<file path="src/rtl/alu_ctrl_ex_stage.sv">
// ALU-control decode stage at the ID/EX boundary.
// Registers the RV32I/M ALU opcode and runs a busy FSM for mul/div latency.
module alu_ctrl_ex_stage #(
   parameter int CTRL_W  = 4,
   parameter int EN_M    = 1,
   parameter int MUL_LAT = 2,
   parameter int DIV_LAT = 8
) (
   input  logic              clk,
   input  logic              rst_n,
   input  logic              in_valid,
   input  logic [1:0]        aluop,
   input  logic [2:0]        funct3,
   input  logic              funct7_5,
   input  logic              funct7_0,
   input  logic              stall_in,
   input  logic              flush,
   output logic [CTRL_W-1:0] alu_control,
   output logic              is_md,
   output logic [2:0]        md_op,
   output logic              illegal,
   output logic              out_valid,
   output logic              stall_req
);

   localparam int MAX_LAT = (MUL_LAT > DIV_LAT) ? MUL_LAT : DIV_LAT;
   localparam int CNT_W   = $clog2(MAX_LAT + 1);

   localparam logic [CNT_W-1:0] MUL_CNT = CNT_W'(MUL_LAT - 1);
   localparam logic [CNT_W-1:0] DIV_CNT = CNT_W'(DIV_LAT - 1);
   localparam logic [CNT_W-1:0] ONE     = CNT_W'(1);

   localparam logic [3:0] OP_AND  = 4'b0000;
   localparam logic [3:0] OP_OR   = 4'b0001;
   localparam logic [3:0] OP_ADD  = 4'b0010;
   localparam logic [3:0] OP_SLL  = 4'b0011;
   localparam logic [3:0] OP_SLT  = 4'b0100;
   localparam logic [3:0] OP_SLTU = 4'b0101;
   localparam logic [3:0] OP_SUB  = 4'b0110;
   localparam logic [3:0] OP_XOR  = 4'b0111;
   localparam logic [3:0] OP_SRL  = 4'b1000;
   localparam logic [3:0] OP_SRA  = 4'b1001;

   typedef enum logic {IDLE, MD_BUSY} state_t;

   state_t            state, state_n;
   logic [CNT_W-1:0]  cnt, cnt_n;
   logic [CTRL_W-1:0] ctrl_n;
   logic              md_n, ill_n, vld_n;
   logic [2:0]        mdop_n;

   logic [3:0] dec_op;
   logic       dec_md, dec_ill;

   always_comb begin
      dec_op  = OP_ADD;
      dec_md  = 1'b0;
      dec_ill = 1'b0;
      unique case (aluop)
         2'b00: dec_op = OP_ADD;
         2'b01: dec_op = OP_SUB;
         default: begin
            unique case (funct3)
               3'b000: dec_op = (aluop == 2'b10 && funct7_5) ? OP_SUB : OP_ADD;
               3'b001: dec_op = OP_SLL;
               3'b010: dec_op = OP_SLT;
               3'b011: dec_op = OP_SLTU;
               3'b100: dec_op = OP_XOR;
               3'b101: dec_op = funct7_5 ? OP_SRA : OP_SRL;
               3'b110: dec_op = OP_OR;
               3'b111: dec_op = OP_AND;
            endcase
            // Only R-type carries funct7 meaning beyond the shift selector
            if (aluop == 2'b10) begin
               if (funct7_0) begin
                  if (EN_M == 0 || funct7_5) dec_ill = 1'b1;
                  else                       dec_md  = 1'b1;
               end else if (funct7_5 && funct3 != 3'b000 && funct3 != 3'b101) begin
                  dec_ill = 1'b1;
               end
               if (dec_ill || dec_md) dec_op = OP_ADD;
            end
         end
      endcase
   end

   always_comb begin
      state_n = state;
      cnt_n   = cnt;
      ctrl_n  = alu_control;
      md_n    = is_md;
      mdop_n  = md_op;
      ill_n   = illegal;
      vld_n   = out_valid;
      if (flush) begin
         state_n = IDLE;
         cnt_n   = '0;
         ctrl_n  = CTRL_W'(OP_ADD);
         md_n    = 1'b0;
         mdop_n  = 3'b000;
         ill_n   = 1'b0;
         vld_n   = 1'b0;
      end else begin
         unique case (state)
            IDLE: begin
               if (!stall_in) begin
                  if (!in_valid) begin
                     ctrl_n = CTRL_W'(OP_ADD);
                     md_n   = 1'b0;
                     mdop_n = 3'b000;
                     ill_n  = 1'b0;
                     vld_n  = 1'b0;
                  end else begin
                     ctrl_n = CTRL_W'(dec_op);
                     md_n   = dec_md;
                     mdop_n = dec_md ? funct3 : 3'b000;
                     ill_n  = dec_ill;
                     if (dec_md) begin
                        vld_n   = 1'b0;
                        state_n = MD_BUSY;
                        cnt_n   = funct3[2] ? DIV_CNT : MUL_CNT;
                     end else begin
                        vld_n = 1'b1;
                     end
                  end
               end
            end
            MD_BUSY: begin
               if (cnt == ONE) begin
                  state_n = IDLE;
                  cnt_n   = '0;
                  vld_n   = 1'b1;
               end else begin
                  cnt_n = cnt - ONE;
               end
            end
         endcase
      end
   end

   always_ff @(posedge clk) begin
      if (!rst_n) begin
         state       <= IDLE;
         cnt         <= '0;
         alu_control <= CTRL_W'(OP_ADD);
         is_md       <= 1'b0;
         md_op       <= 3'b000;
         illegal     <= 1'b0;
         out_valid   <= 1'b0;
      end else begin
         state       <= state_n;
         cnt         <= cnt_n;
         alu_control <= ctrl_n;
         is_md       <= md_n;
         md_op       <= mdop_n;
         illegal     <= ill_n;
         out_valid   <= vld_n;
      end
   end

   assign stall_req = (state == MD_BUSY);

endmodule
</file>
<file path="config.mk">
export PLATFORM = sky130hd
export DESIGN_NAME = alu_ctrl_ex_stage
export DESIGN_NICKNAME = d
export VERILOG_FILES = /design/src/rtl/alu_ctrl_ex_stage.sv
export SDC_FILE = /design/constraint.sdc
export NUM_CORES = 1
export LEC_CHECK = 0
export ABC_CLOCK_PERIOD_IN_PS = 1160
export BUFFER_PORTS_ARGS = -buffer_cell sky130_fd_sc_hd__buf_2
export CAP_MARGIN = 10
export CORE_AREA = 4 4 56 58
export DETAILED_ROUTE_END_ITERATION = 8
export DIE_AREA = 0 0 60 62
export GPL_TIMING_DRIVEN = 0
export PLACE_DENSITY = 0.5
export REMOVE_ABC_BUFFERS = 1
export SLEW_MARGIN = 40
export SYNTH_ARGS = -nofsm -noshare
export SYNTH_HDL_FRONTEND = slang
export SYNTH_SLANG_ARGS = --single-unit
</file>
<file path="constraint.sdc">
create_clock -name clk -period 1.16 [get_ports clk]
set_input_delay 0 -clock clk [delete_from_list [all_inputs] [get_ports clk]]
set_output_delay 0 -clock clk [all_outputs]
set_load 0.02 [all_outputs]
</file>
=== Word level (Yosys, flattened, before mapping) ===
Cells that the tools add are included.

* Register bits: 15
* Input port bits: 12
* Output and inout port bits: 11
* Logic and storage cells: 78

* $add $sub $neg: 1
* Equal/unequal tests: 15
* Multiplexer cells: 40
* Bitwise operators: 3
* Reduce and logical (&&, ||, !) cells: 12

{| class="wikitable"
|+ Operator list
! operator !! number
|-
| 4-bit case mux with 8 select lines || 1
|-
| 4-bit 2-to-1 mux || 7
|-
| 1-bit 2-to-1 mux || 24
|-
| 4-bit case mux with 2 select lines || 2
|-
| 3-bit equality test, second input constant || 4
|-
| 3-bit 2-to-1 mux || 4
|-
| 3-bit by 2-bit equality test with 1-bit output, second input constant || 2
|-
| 2-bit inequality test, second input constant || 3
|-
| 4-bit by 1-bit equality test with 1-bit output, second input constant || 1
|-
| 1-bit case mux with 2 select lines || 2
|-
| 2-bit AND reduction || 2
|-
| 2-bit OR reduction || 2
|-
| 4-bit by 1-bit subtractor with 4-bit output, second input constant || 1
|-
| 3-bit by 1-bit equality test with 1-bit output, second input constant || 1
|-
| 1-bit logical AND || 3
|-
| 3-bit logical NOT || 1
|-
| 3-bit inequality test, second input constant || 1
|-
| 1-bit inverter || 3
|-
| 3-bit AND reduction || 1
|-
| 3-bit nonzero test || 1
|-
| 2-bit by 1-bit equality test with 1-bit output, second input constant || 1
|-
| 2-bit equality test, second input constant || 1
|-
| 2-bit logical NOT || 1
|-
| 2-bit by 1-bit inequality test with 1-bit output, second input constant || 1
|-
| 1-bit logical OR || 1
|}

=== Depth between registers and ports, before layout ===
* Word-level depth: 12
* Mapped depth: 6
* Depth with buffers taken out: 6

=== Worst setup path after synthesis ===
Ideal clock, no wire load.

* Path type: register to register
* Start: register state, in the netlist stall_req
* End: register alu_control[0]
* Setup time: 71 ps
* Data arrival time: 1,266 ps
* Required time: 1,089 ps
* Slack: -176 ps
* Cell stages (with the launch flop): 5
* Period minus slack after synthesis: 1,336 ps
* Cells stage by stage: dfxtp_1 -> nor2_1 -> nand3_1 -> or4_1 -> a21oi_1

* Cells in the longest elaborated chain, start to end: 2

{| class="wikitable"
|+ Ends and longest elaborated chain
! element !! line !! text
|-
| from (decl) || 46 || <nowiki>state_t state, state_n;</nowiki>
|-
| from (signal assigned) || 151 || <nowiki>state <= state_n;</nowiki>
|-
| 1-bit inverter (no source line) || -- ||
|-
| 2-bit AND reduction (no source line) || -- ||
|-
| to (signal assigned) || 145 || <nowiki>alu_control <= CTRL_W'(OP_ADD);</nowiki>
|-
| to (signal assigned) || 153 || <nowiki>alu_control <= ctrl_n;</nowiki>
|-
| to (decl) || 18 || <nowiki>output logic [CTRL_W-1:0] alu_control,</nowiki>
|}

Every way passes these cells.
A chain may end at the register's enable or synchronous reset.

=== Worst setup path after layout ===
* Start: register state, in the netlist stall_req
* End: register md_op[2]

* Cells in the longest elaborated chain, start to end: 2

{| class="wikitable"
|+ Ends and longest elaborated chain
! element !! line !! text
|-
| 1-bit inverter (no source line) || -- ||
|-
| 2-bit AND reduction (no source line) || -- ||
|-
| to (signal assigned) || 155 || <nowiki>md_op <= mdop_n;</nowiki>
|-
| to (decl) || 20 || <nowiki>output logic [2:0] md_op,</nowiki>
|}

Every way passes these cells.

==> flow_summary_export.csv <==
group,metric,value,unit
setup_path,critical_path.reg2reg.startpoint,"stall_req",
min_path,holdPathEnd,"out_valid",
synthesis,syn-cell-area,753.2,sq um
clock_network,cts.reportedPaths.clkPinSlew,0.10,ns
drt,drt_pre_antenna_iters,4,
global_routing,number_of_global_route_vias_before_repair,774,
global_routing,initial_antenna_violation_count,0,
final_layout,finish.net_count,140,
timing,setup_tns,-0.08526,ns
synthesis,yosysUniqueCellTypes,28,
run_status,failed_checks,"setup timing",
final_layout,final_cell_mix,"22 x buf_2, 12 x dfxtp_1, 10 x nor2_1, 10 x a21oi_1, 10 x nand2_1",
timing,finalCritPeriodShare,102.5,%
clock_network,clk_root_buffer_cell,"clkbuf_4",
setup_path,critPathKind,"flip-flop to flip-flop",
global_routing,wire_length_of_the_first_global_routing_pass,3477,microns
final_layout,diodes,0,
setup_path,critical_path.endpoint_type,"flip-flop",
floorplanning,die_height,62,microns
setup_path,required,1.38,ns
floorplanning,die_x,60,microns
timing,final-hold-violation-count,0,
floorplanning,boundaryPins,23,
final_layout,multi_input_gate_area_in_the_final_layout,478.0,sq um
timing,max-slew-margin-rel,58.99,%
timing,period_minus_slack,1.189,ns
place,numPortBuffers,22,
synthesis,yosys_warn_count,0,
global_routing,largest_net_degree_at_the_start_of_global_routing,13,
place,post_dp_cell_area,890.9,sq um
timing,worst_clock_skew,0.003974,ns
clock_network,cts_tree,"yes",
pwr,report.power.total,961.4,uW
timing,rsz0062_at_grt,"yes",
global_routing,remaining_overflow_grt,0,
setup_path,r2r-end,"md_op[2]",
min_path,min_path_cells,3,
timing,final-max-slew-violation-count,0,
clock_network,worstSkewPairLatency,0.28,ns
setup_path,timing.critical_path.fanout_max,5,
final_layout,filler_free_cell_count_of_the_finished_design,156,
setup_path,start_kind,"flip-flop",
final_layout,finalInstanceArea,0.001044,sq mm
run_status,outcome,"finished, violations left",
place,dp.final_hpwl,1406,microns
timing,max_clock_freq,840.7,MHz
drt,num_vias,790,
pwr,power.ir.vdd_worst,0.0005227,V
clock_network,cts_buffer_depth,2,
final_layout,layout.core_utilization,39.19,%
timing,tightest_slew,0.6114,ns
final_layout,ff_latch_area,309.0,sq um
synthesis,synthesis.instances,95,
clock_network,cts_buffers,3,
final_layout,fillerInstances,291,
synthesis,syn-mean-instance-area,7.929,sq um
floorplanning,coreArea,0.002663,sq mm
setup_path,ff2ff_path_depth,4,
floorplanning,floorplan.initialDensity,28.29,%
drt,detail_route.vias_per_cell,5.064,
final_layout,layout_commonest_cell,"buf_2",
drt,drt.antenna.violating_nets,0,
clock_network,h-tree-depth,1,
flow_run,maximum_capacitance_violations,0,
setup_path,reg2reg_slack,-0.03,ns
timing,final_critical_path_setup_slack,-0.02942,ns
floorplanning,die_area,0.003720,sq mm
clock_network,tritoncts_num_sinks,15,
drt,drc,0,
drt,drt_iter0_markers,8,
floorplanning,floorplan.rows,19,
pwr,power-per-cell-area,921.3,mW/mm^2
setup_path,worst_ep_arrival_time,1.41,ns
place,placed_cells_incl_taps,145,
min_path,hold_path.startpoint,"in_valid",
min_path,holdCritPathClass,"input pin to flip-flop",
final_layout,post_route_cells_drive_above_1_share,35.20,%
final_layout,areaGrowthSynthToFinish,38.54,%
pwr,power_leakage,0.4128,nW
drt,routed_wl,2033,microns
synthesis,synth_seq_cells,15,
drt,wire_per_inst,13.03,microns
global_routing,gr-usage-all-layers,12.44,%
place,routabilityCongestion,0.7443,
synthesis,synth_sequential_area_ratio,39.87,%
timing,count_of_endpoints_failing_setup_in_the_final_report,6,
## report_power, final
group,switching (mW),internal [mW],total [mW]
Clock,0.176,0.133,0.309
Combinational,0.0801,0.0553,0.135
Sequential,0.00256,0.514,0.517
Total,0.259,0.703,0.961
## sequential cells by signal, summed over array words and instances, names as in the netlist
signal / flops
md_op: 3
alu_control: 4
illegal: 1
is_md: 1
stall_req: 1
out_valid: 1
cnt: 4
## cells in the mapped netlist
| master | n | area (sq um) |
|---|---|---|
| dfxtp_1 | 15 | 300.3 |
| nor2_1 | 11 | 41.29 |
| a21oi_1 | 10 | 50.05 |
| nand2_1 | 10 | 37.54 |
| inv_1 | 7 | 26.28 |
| nor3_1 | 4 | 20.02 |
| o21ai_0 | 4 | 20.02 |
| a22oi_1 | 3 | 22.52 |
| clkbuf_1 | 3 | 11.26 |
| nand2b_1 | 3 | 18.77 |
| nand3_1 | 3 | 15.01 |
| ha_1 | 2 | 25.02 |
| nor2b_1 | 2 | 12.51 |
| o31ai_1 | 2 | 15.01 |
| o32ai_1 | 2 | 17.52 |
| or4_1 | 2 | 15.01 |
| a211oi_1 | 1 | 7.510 |
| a221oi_1 | 1 | 8.760 |
| a32oi_1 | 1 | 8.760 |
| and4b_1 | 1 | 10.01 |
| nand4bb_1 | 1 | 11.26 |
| nor3b_1 | 1 | 7.510 |
| nor4bb_1 | 1 | 10.01 |
| o2111ai_1 | 1 | 8.760 |
| o21a_1 | 1 | 7.510 |
| o21ba_2 | 1 | 10.01 |
| or2_2 | 1 | 6.260 |
| xnor2_1 | 1 | 8.760 |
## kinds of logic after synthesis
logic type	Yosys count	synth area share, %
AO/OA/AOI/OAI	27	23.42
flip-flops	15	39.87
buffers and inverters	10	4.984
XOR/XNOR	1	1.163
AND/OR/NAND/NOR	40	27.24
adder cells (fa/ha/maj)	2	3.322
## repair_timing
item,4_1_cts,5_1_grt
endpoints found under the hold margin,1,0
hold buffers,1,0
pin swaps,7,7
setup endpoints to repair,13,10
resized for setup,16,3
buffers inserted,6,0
## final cells by class
type | count | share of cell area, %
multi-input cells | 70 | 45.80
well taps | 31 | 3.717
inverters | 7 | 2.518
flip-flops and latches | 15 | 29.62
repair buffers | 29 | 15.83
clock buffers | 4 | 2.518
## how the worst max path moves through the flow
stage / start / end / slack, ns / cells after the start
floorplan: stall_req / cnt[2] / -0.32 / 3
global placement: stall_req / md_op[0] / -0.60 / 4
detailed placement: stall_req / md_op[1] / -0.55 / 4
CTS: stall_req / alu_control[0] / -0.08 / 4
global route: stall_req / md_op[2] / -0.12 / 4
finish: stall_req / md_op[2] / -0.03 / 4
## critical path, cell delays in order, from the launching register on
cell     delay, ns
dfxtp_4       0.37
or2_4         0.26
nor3_4        0.29
a22oi_1       0.10
nor2_1        0.10
## through the flow
| step | hold WS, ns | setup WS, ns |
|---|---|---|
| final | 0.02652 | -0.02942 |
| after global routing | 0.04356 | -0.1185 |
| after CTS | 0.02065 | -0.08424 |
| after detailed placement | 0.2837 | -0.5508 |
| after global placement | 0.2940 | -0.6046 |
| after floorplan | 0.1336 | -0.3195 |
## per-layer routing
| metal | up-vias | routed length, microns | global-route usage (%) |
|---|---|---|---|
| li1 | 405 | - | - |
| met5 | - | 0 | 0 |
| met4 | 0 | 17 | 4.747 |
| met1 | 370 | 924 | 15.28 |
| met3 | 2 | 85 | 2.686 |
| met2 | 13 | 1005 | 21.30 |
Power figures use the tool's default switching activity.
